File: src/rtl/frame_deserializer.sv
// Bit-serial frame deserializer: hunts for a bit-aligned sync word, then assembles
// a fixed number of payload bytes MSB first and hands them out over a valid/ready port.
module frame_deserializer #(
    parameter logic [7:0] SYNC_WORD     = 8'hA5,
    parameter int         PAYLOAD_BYTES = 4
) (
    input  logic       clock,
    input  logic       reset,
    input  logic       serial_in,
    input  logic       serial_valid,
    output logic [7:0] data_out,
    output logic       data_valid,
    input  logic       data_ready,
    output logic       status,
    output logic       overrun,
    output logic [7:0] frame_count
);

    typedef enum logic {HUNT, PAYLOAD} state_t;

    localparam logic [7:0] LAST_BYTE = 8'(PAYLOAD_BYTES - 1);

    state_t     state, state_next;
    logic [7:0] window, window_next;
    logic [2:0] bit_cnt, bit_cnt_next;
    logic [7:0] byte_cnt, byte_cnt_next;
    logic [6:0] shift, shift_next;
    logic [7:0] data_out_next;
    logic       data_valid_next;
    logic       overrun_next;
    logic [7:0] frame_count_next;
    logic [7:0] window_shifted;
    logic [7:0] byte_assembled;
    logic       handshake;

    assign status = (state == PAYLOAD);

    always_comb begin
        state_next       = state;
        window_next      = window;
        bit_cnt_next     = bit_cnt;
        byte_cnt_next    = byte_cnt;
        shift_next       = shift;
        data_out_next    = data_out;
        data_valid_next  = data_valid;
        overrun_next     = overrun;
        frame_count_next = frame_count;
        handshake        = data_valid && data_ready;
        window_shifted   = {window[6:0], serial_in};
        byte_assembled   = {shift, serial_in};

        if (handshake) begin
            data_valid_next = 1'b0;
        end

        case (state)
            HUNT: begin
                if (serial_valid) begin
                    window_next = window_shifted;
                    if (window_shifted == SYNC_WORD) begin
                        state_next    = PAYLOAD;
                        bit_cnt_next  = 3'd0;
                        byte_cnt_next = 8'd0;
                    end
                end
            end
            PAYLOAD: begin
                if (serial_valid) begin
                    shift_next   = byte_assembled[6:0];
                    bit_cnt_next = bit_cnt + 3'd1;
                    if (bit_cnt == 3'd7) begin
                        // A byte finishing while the previous one is still held is dropped,
                        // but it still counts toward the frame length.
                        if (!data_valid || handshake) begin
                            data_out_next   = byte_assembled;
                            data_valid_next = 1'b1;
                        end else begin
                            overrun_next = 1'b1;
                        end
                        if (byte_cnt == LAST_BYTE) begin
                            state_next       = HUNT;
                            window_next      = 8'd0;
                            byte_cnt_next    = 8'd0;
                            frame_count_next = frame_count + 8'd1;
                        end else begin
                            byte_cnt_next = byte_cnt + 8'd1;
                        end
                    end
                end
            end
            default: state_next = HUNT;
        endcase
    end

    always_ff @(posedge clock) begin
        if (reset) begin
            state       <= HUNT;
            window      <= 8'd0;
            bit_cnt     <= 3'd0;
            byte_cnt    <= 8'd0;
            shift       <= 7'd0;
            data_out    <= 8'd0;
            data_valid  <= 1'b0;
            overrun     <= 1'b0;
            frame_count <= 8'd0;
        end else begin
            state       <= state_next;
            window      <= window_next;
            bit_cnt     <= bit_cnt_next;
            byte_cnt    <= byte_cnt_next;
            shift       <= shift_next;
            data_out    <= data_out_next;
            data_valid  <= data_valid_next;
            overrun     <= overrun_next;
            frame_count <= frame_count_next;
        end
    end

endmodule

File: config.mk
export PLATFORM = sky130hd
export DESIGN_NAME = frame_deserializer
export DESIGN_NICKNAME = d
export VERILOG_FILES = /design/src/rtl/frame_deserializer.sv
export SDC_FILE = /design/constraint.sdc
export NUM_CORES = 1
export LEC_CHECK = 0
export BUFFER_PORTS_ARGS = -buffer_cell sky130_fd_sc_hd__buf_2
export CELL_PAD_IN_SITES_DETAIL_PLACEMENT = 1
export CELL_PAD_IN_SITES_GLOBAL_PLACEMENT = 1
export CORE_MARGIN = 1
export CORE_UTILIZATION = 45
export CTS_CLUSTER_DIAMETER = 50
export DETAILED_ROUTE_END_ITERATION = 7
export PLACE_DENSITY = 0.84
export SYNTH_ARGS = -nofsm -noshare
export SYNTH_HDL_FRONTEND = slang
export SYNTH_SLANG_ARGS = --single-unit
export TNS_END_PERCENT = 5
File: constraint.sdc
create_clock -name clock -period 4.55 [get_ports clock]
set_clock_uncertainty 0.2 [all_clocks]
set_input_delay 0.455 -clock clock [delete_from_list [all_inputs] [get_ports clock]]
set_output_delay 0.455 -clock clock [all_outputs]
set_load 0.05 [all_outputs]
# After elaboration in Yosys (flattened, before gate mapping)
# Index checks and enable logic that the tools add are counted.
[totals]
ff_bits = 44
inputBits = 5
output_inout_bits = 19
elab_cells = 58
[classes]
addsub = 3
n_eq_ne = 8
mux = 26
bitwise_logic = 2
n_reduce_logical = 10
[op_table]
columns = ["operator", "n"]
rows = [
  ["2-to-1 mux 8 bit", 5],
  ["2-to-1 mux 7 bit", 4],
  ["AND reduction 4 bit", 5],
  ["adder 8 x 1 -> 8 bit, second input constant", 2],
  ["case mux 8 bit (2 select lines)", 1],
  ["case mux 7 bit (2 select lines)", 1],
  ["2-to-1 mux 1 bit", 10],
  ["2-to-1 mux 3 bit", 3],
  ["== test 8 x 2 -> 1 bit, second input constant", 1],
  ["== test 8 bit, second input constant", 1],
  ["!= test 2 bit, second input constant", 3],
  ["case mux 3 bit (2 select lines)", 1],
  ["!= test 2 x 1 -> 1 bit, second input constant", 2],
  ["adder 3 x 1 -> 3 bit, second input constant", 1],
  ["== test 3 bit, second input constant", 1],
  ["AND reduction 3 bit", 1],
  ["inverter 1 bit", 2],
  ["case mux 1 bit (2 select lines)", 1],
  ["AND reduction 2 bit", 1],
  ["logical AND 1 bit", 1],
  ["zero test 1 bit", 1],
  ["logical OR 1 bit", 1],
]

# Depth between registers and ports, before layout
# Gate-level depths: netlist of run 1.
[logic_depth]
word_depth = 6
depth_mapped = 7
depth_no_buf = 6

# Least setup slack after synthesis of run 1
# OpenSTA, ideal clock, no wires.
[synth_timing]
kind = "reg-to-reg"
start = "register state (netlist: status)"
end = "register frame_count[6]"
arrival_ps = 1892
setup_slack_ps = 2388
path_stages_with_launch = 7
path_buffers = 2
cell_sequence = "dfxtp_1 > buf_2 > and3_1 > buf_4 > nand3_2 > or4_1 > a21oi_1"
[synth_via]
elab_chain_len = 1
[synth_rtl]
columns = ["item", "line", "source"]
rows = [
  ["start: declaration", "23", "state_t state, state_next;"],
  ["start signal: assignment", "107", "state <= state_next;"],
  ["AND reduction 4 bit (no line)", "-", ""],
  ["end signal: assignment", "115", "frame_count <= frame_count_next;"],
  ["end: declaration", "16", "output logic [7:0] frame_count"],
]
# Every way passes these cells.
# A chain may end at the register's enable or synchronous reset.

# Worst setup path after layout of run 1
[layout_timing]
start = "register bit_cnt[0]"
end = "register frame_count[6]"
[layout_via]
elab_chain_len = 2
[layout_rtl]
columns = ["item", "line", "source"]
rows = [
  ["start: declaration", "25", "logic [2:0] bit_cnt, bit_cnt_next;"],
  ["start signal: assignment", "109", "bit_cnt <= bit_cnt_next;"],
  ["== test 3 bit", "71", "if (bit_cnt == 3'd7) begin"],
  ["AND reduction 4 bit (no line)", "-", ""],
]
# Every way passes these cells.

==> metrics, run 1 <==
Post-Route WL 4250 µm; Clock Path Buffers 2; P_sw 0.143 mW; fin. max-slew vios 0; CP most frequent cell ha_1; worst skew pair latency roughly 0.3 ns; Clock Power Share 39.0%; share of the synthesized area in the top cell type 46.6%; setup TNS 0 ns; Final Hold Viols 0; Netlist cell types 40; aggregate global routing overflow 0; PD cells 307 nW/µm²; compound-gate portion of the synthesized area 18.0%; switching power share of the total between 20% and 30%; total track usage between 20% and 30%; largest area contributor in the netlist dfxtp_1; syn_nets 214; CP Cell Sequence ha_1 > ha_1 > and3_1 > nand3_2 > or4_1 > a21oi_1; RSZ-0062 raised after global routing no; arrival time at the worst endpoint 2.21 ns; most area-consuming cells after synthesis dfxtp_1 47%, a21oi_1 6.6%, mux2i_1 4.8%, nand2_1 4.8%, ha_1 4.0%; reg-to-reg startpoint bit_cnt[0]$_SDFFE_PP0P_; asr flop ratio synth 0%; die area 4470 µm²; Core Rows 23; # clock sinks 44; mapped cell area about 1900 µm²; post-DP HPWL 2930 µm; DRC errors left 0; vias in the first global route 1418; Worst path slowest cell or4_1; post-CTS setup buffers 0; Port Buffer Count 23; fill count 497; Yosys reg bits 44; CTS resizes 0; largest family of logic cells by synthesized area simple AND/OR/NAND/NOR gates; die span in x 66.8 µm; Placer Congestion 0.772; fin crit share 48.1%; Nets ~240; H-tree depth 2; area taken by multi-input logic gates 965 µm²; wire per inst 15.3 µm; fin util a little over half; sequential power share between 50 and 60%; Critical Path Source Type register; Synth Area in Simple Gates approximately 23%; clk slew on worst S/H paths 0.08 ns; final setup fails 0; minimum clock period 2.19 ns; via count between 1500 and 2000; Initial DRC Count 106; register area 881 µm²; initial antenna violation count 0; slowest stage delay, CP 0.52 ns; Leak 0.826 nW; Antenna diodes 0; synth-to-layout area growth 12.9%; Placed Instance Area 2040 µm²; largest net degree at the start of global routing 42; Avg Synthesized Cell Area 9.32 µm²; Slew Limit Headroom 52.0%; Mapped Cells about 200; CTS root buffer clkbuf_8; number of synthesized flops with an enable pin 0; Post-DRT Antenna Nets 0; Primary FF master, synth dfxtp_1; CTS tree done; TritonRoute pass-1 iters 4; Min-Delay Path Class primary input to register; r2r endpoint frame_count[6]$_SDFFE_PP0P_; internal power 0.513 mW; outcome finished clean; highest clock rate 0.457 GHz; minimum hold slack 0.230 ns; Setup CP Type register to register; Initial Utilization 47.0%; worst-path fanout max 8; Critical Path Start bit_cnt[0]$_SDFFE_PP0P_; Reg2Reg Depth 6; number of vias per cell 5.60; worst setup path endpoint frame_count[6]$_SDFFE_PP0P_; Hold-fix buffers, CTS 0; Worst EP required 4.58 ns; Critical Path Sink Type register; Synth Area in XOR/XNOR 1.39%; CTS Buf Count 5; I/O pins 24; Core Region a little over 4000 µm²; first-pass GRT wire length 6980 µm; die height 66.8 µm; sequential share of the synthesized area 46.6%; Max-cap violations 0; warnings from Yosys 0; Slew @ Worst Pin 0.720 ns; mux share of post-synthesis cell area 4.76%; Adder-Cell Fraction of Synth Area 3.97%; slack of the worst reg-to-reg path 2.36 ns; VDD IR-drop max 227 µV; layout cells sized above 1 18.9%; power share of the combinational group 2.0%; design area ~2100 µm²
## power groups by stage
stage	Sequential (mW)	Combinational, mW	Clock (mW)
6_report	0.386	0.0132	0.256
3_5_place_dp	0.396	0.0132	0
3_3_place_gp	0.395	0.0132	0
5_1_grt	0.387	0.0146	0.278
4_1_cts	0.386	0.0132	0.262
2_1_floorplan	0.395	0.00823	0
## cells in the final DEF, fill, tap and decap left out, types with 4 or more instances in the layout
cell	count
a21oi_1	25
a22o_1	7
buf_2	23
clkbuf_8	6
dfxtp_1	44
ha_1	6
inv_1	4
mux2i_1	9
nand2_1	24
nand2b_1	5
nand3_1	6
nor2_1	17
nor3_1	4
o21ai_0	6
o32ai_1	4
or3_1	4
## stage by stage
| stage | power [mW] | instances | worst slack [ns] |
|---|---|---|---|
| finish | 0.655 | 278 | 2.36 |
| global placement | 0.409 | 270 | 2.47 |
| detailed placement | 0.409 | 270 | 2.39 |
| CTS | 0.662 | 278 | 2.38 |
| floorplan | 0.404 | 203 | 2.39 |
| global route | 0.679 | 278 | 2.27 |
## state kept, by name (all words and copies together) (netlist names)
| signal | cells |
|---|---|
| status | 1 |
| frame_count | 8 |
| data_out | 8 |
| shift | 7 |
| overrun | 1 |
| window | 7 |
| bit_cnt | 3 |
| byte_cnt | 8 |
| data_valid | 1 |
## worst min path at each step
stage / from / end / slack (ns) / cells after the start
6_report: serial_in / shift[0]$_SDFFE_PP0P_ / 0.23 / 3
5_1_grt: serial_in / shift[0]$_SDFFE_PP0P_ / 0.23 / 3
4_1_cts: serial_in / shift[0]$_SDFFE_PP0P_ / 0.23 / 3
3_5_place_dp: window[6]$_SDFFE_PP0P_ / window[6]$_SDFFE_PP0P_ / 0.26 / 1
3_3_place_gp: overrun$_SDFFE_PP0P_ / overrun$_SDFFE_PP0P_ / 0.25 / 2
2_1_floorplan: window[6]$_SDFFE_PP0P_ / window[6]$_SDFFE_PP0P_ / 0.23 / 1
## Yosys cell counts, types with 2 or more instances
cell       n
or3_1      4
xor2_1     3
nand2_1   24
nand3_1    6
ha_1       6
nand4_1    2
o21ai_0    6
o32ai_1    4
clkbuf_1   4
nor2_1    17
and3_1     3
nand2b_1   5
mux2i_1    9
nor4b_4    2
or2_2      2
nand3_2    2
inv_1      4
nor3_1     4
a21oi_1   25
dfxtp_1   44
a22o_1     7
and4bb_2   2
## cells by family (layout without fill, tap and decap cells)
kind of cell	count (synthesis)	after routing
multiplexers	9	9
AO/OA/AOI/OAI	52	52
XOR/XNOR	3	3
buffers and inverters	11	36
flip-flops	44	44
AND/OR/NAND/NOR	78	78
adder cells (fa/ha/maj)	6	6
## critical path: cells and delay by family, from the launching register on
family,cells,cell delay (ns)
DFF,1,0.35
adders and majority gates,2,0.35
AOI/OAI and AO/OA,1,0.14
and+or+nand+nor,3,1.06
## routing by layer
metal / GRT usage (%) / routed length [µm]
met3: 5.31 / 160
met5: 0 / 0
met4: 9.04 / 80
met1: 27.8 / 2050
met2: 32.6 / 1960
## cell type report
class,count,area share (%)
flip-flops and latches,44,41.2
repair buffers,23,5.39
clock buffers,7,4.04
multi-input cells,148,45.2
clock inverters,1,0.351
well taps,50,2.93
inverters,5,0.879
(Power assumes the default switching activity.)
==> run 2, diff against run 1 <==
- CORE_UTILIZATION: 45 -> 43
- PLACE_DENSITY: 0.84 -> 0.81
- clock period: 4.55 -> 2.02 ns (I/O delays scaled with it)
==> metrics, run 2 (same netlist as run 1, synthesis figures left out) <==
CTS root buffer clkbuf_8; Antenna diodes 0; H-tree depth 2; synth-to-layout area growth 21.8%; outcome finished clean; first-pass GRT wire length 7580 µm; CTS Buf Count 5; post-DP HPWL 3250 µm; post-route insts no fill approximately 300; switching power share of the total between 20% and 30%; Nets 252; reg-to-reg startpoint bit_cnt[0]$_SDFFE_PP0P_; r2r endpoint frame_count[5]$_SDFFE_PP0P_; arrival time at the worst endpoint ~2 ns; initial antenna violation count 0; TritonRoute pass-1 iters 4; layout cells sized above 1 27.3%; Hold Startpoint data_ready; Port Buffer Count 23; final setup fails 0; worst-path fanout max 6; Critical Path Sink Type register; most common cell after layout, fill and taps aside dfxtp_1; Slew Limit Headroom 51.4%; Final Hold Viols 0; Critical Path Start bit_cnt[0]$_SDFFE_PP0P_; slack of the worst reg-to-reg path 0.05 ns; Worst EP required 2.05 ns; clk slew on worst S/H paths 0.08 ns; highest clock rate 0.507 GHz; Clock Path Buffers 2; Leak 0.911 nW; P_sw between 0.3 and 0.4 mW; Post-DRT Antenna Nets 0; PD cells 702 nW/µm²; sequential power share 53.8%; total power 1.62 mW; Max-cap violations 0; aggregate global routing overflow 0; worst setup path endpoint frame_count[5]$_SDFFE_PP0P_; fin. max-slew vios 0; Min-Delay Path Class primary input to register; power share of the combinational group 2.1%; vias in the first global route 1650; number of cells in the design after placement 281; Slew @ Worst Pin around 0.72 ns; Core Region 4120 µm²; die height between 60 and 70 µm; minimum clock period slightly below 2 ns; Post-Route WL 4750 µm; # clock sinks 44; VDD IR-drop max 461 µV; Initial Utilization between 40% and 50%; RSZ-0062 raised after global routing yes; worst skew pair latency 0.30 ns; number of vias per cell 5.67; Initial DRC Count 67; largest net degree at the start of global routing 28; I/O pins 24; wire per inst roughly 16 µm; via count 1656; DRC errors left 0; die area 4670 µm²; fin crit share 97.7%; Core Rows 23; die span in x 68.3 µm; biggest regs byte_cnt (8), data_out (8), frame_count (8); Placer Congestion 0.756; CTS tree done; design area 2300 µm²; internal power between 1 and 1.5 mW; Reg2Reg Depth 7; Setup CP Type register to register; total track usage 22.1%; commonest cells after routing, fill and taps aside 40 x dfxtp_1, 24 x a21oi_1, 24 x nand2_1; setup TNS 0 ns; Clock Power Share 44.1%; Placed Instance Area 2130 µm²; Critical Path Source Type register
==> run 2: changes by cell type in the layout (fill, tap and decap cells not counted), sizes merged <==
cell         before  now
clkinv            0    1
buf              23   36
clkinvlp          1    0
dlygate4sd3       0    1
clkbuf            7    6
bufinv            0    1
==> run 2: how the worst min path moves through the flow <==
stage / cells past startpoint / slack (ns) / to
floorplan: 1 / 0.13 / window[0]$_SDFFE_PP0P_
global placement: 2 / 0.25 / shift[6]$_SDFFE_PP0P_
detailed placement: 1 / 0.26 / window[6]$_SDFFE_PP0P_
CTS: 4 / 0.05 / data_valid$_SDFF_PP0_
global route: 4 / 0.1 / data_valid$_SDFF_PP0_
finish: 4 / 0.06 / data_valid$_SDFF_PP0_
==> run 2: layer usage <==
layer | vias to the layer above | track usage (%) | share of wire [%]
met5 | - | 0 | 0
met4 | 0 | 8.85 | 1.6
met3 | 7 | 5.50 | 2.5
met2 | 26 | 36.8 | 48
met1 | 821 | 27.1 | 48
li1 | 802 | - | -
==> run 2: worst max-delay path: stages, from the launching register on <==
cell,delay [ns]
dfxtp_2,0.34
ha_1,0.17
ha_1,0.17
and3_4,0.22
buf_4,0.15
nand3_4,0.10
or3_4,0.41
a21oi_2,0.14
==> run 2: what timing repair did <==
action | 4_1_cts | 5_1_grt
hold buffers | 1 | 0
setup endpoints to repair | 3 | 3
pin swaps | 1 | 4
gates resized for setup | 4 | 6
endpoints found under the hold margin | 2 | 0
buffers inserted | 0 | 2
==> run 2: cell type report <==
type | instances | area [µm²]
fillers | 478 | 1810
multi-input cells | 148 | 993
flip-flops and latches | 44 | 886
inverters | 5 | 18.8
repair buffers | 37 | 223
clock buffers | 6 | 82.6
clock inverters | 2 | 38.8
well taps | 50 | 62.6
==> run 2: metrics by stage <==
stage | setup WS, ns | util, % | hold slack [ns]
final | 0.0467 | 56.0 | 0.0636
after global routing | -0.000490 | 56.0 | 0.0957
after CTS | 0.0135 | 55.2 | 0.0542
after detailed placement | -0.00234 | 51.7 | 0.261
after global placement | 0.0915 | 51.7 | 0.251
after floorplan | 0.0334 | - | 0.135
==> run 2: power by group through the flow <==
stage                     clock network, mW  registers [mW]  logic, mW
after floorplan                           0           0.890     0.0185
after global placement                    0           0.891     0.0318
after detailed placement                  0           0.891     0.0324
after CTS                             0.727           0.871     0.0344
after global routing                  0.761           0.871     0.0372
final                                 0.713           0.871     0.0347
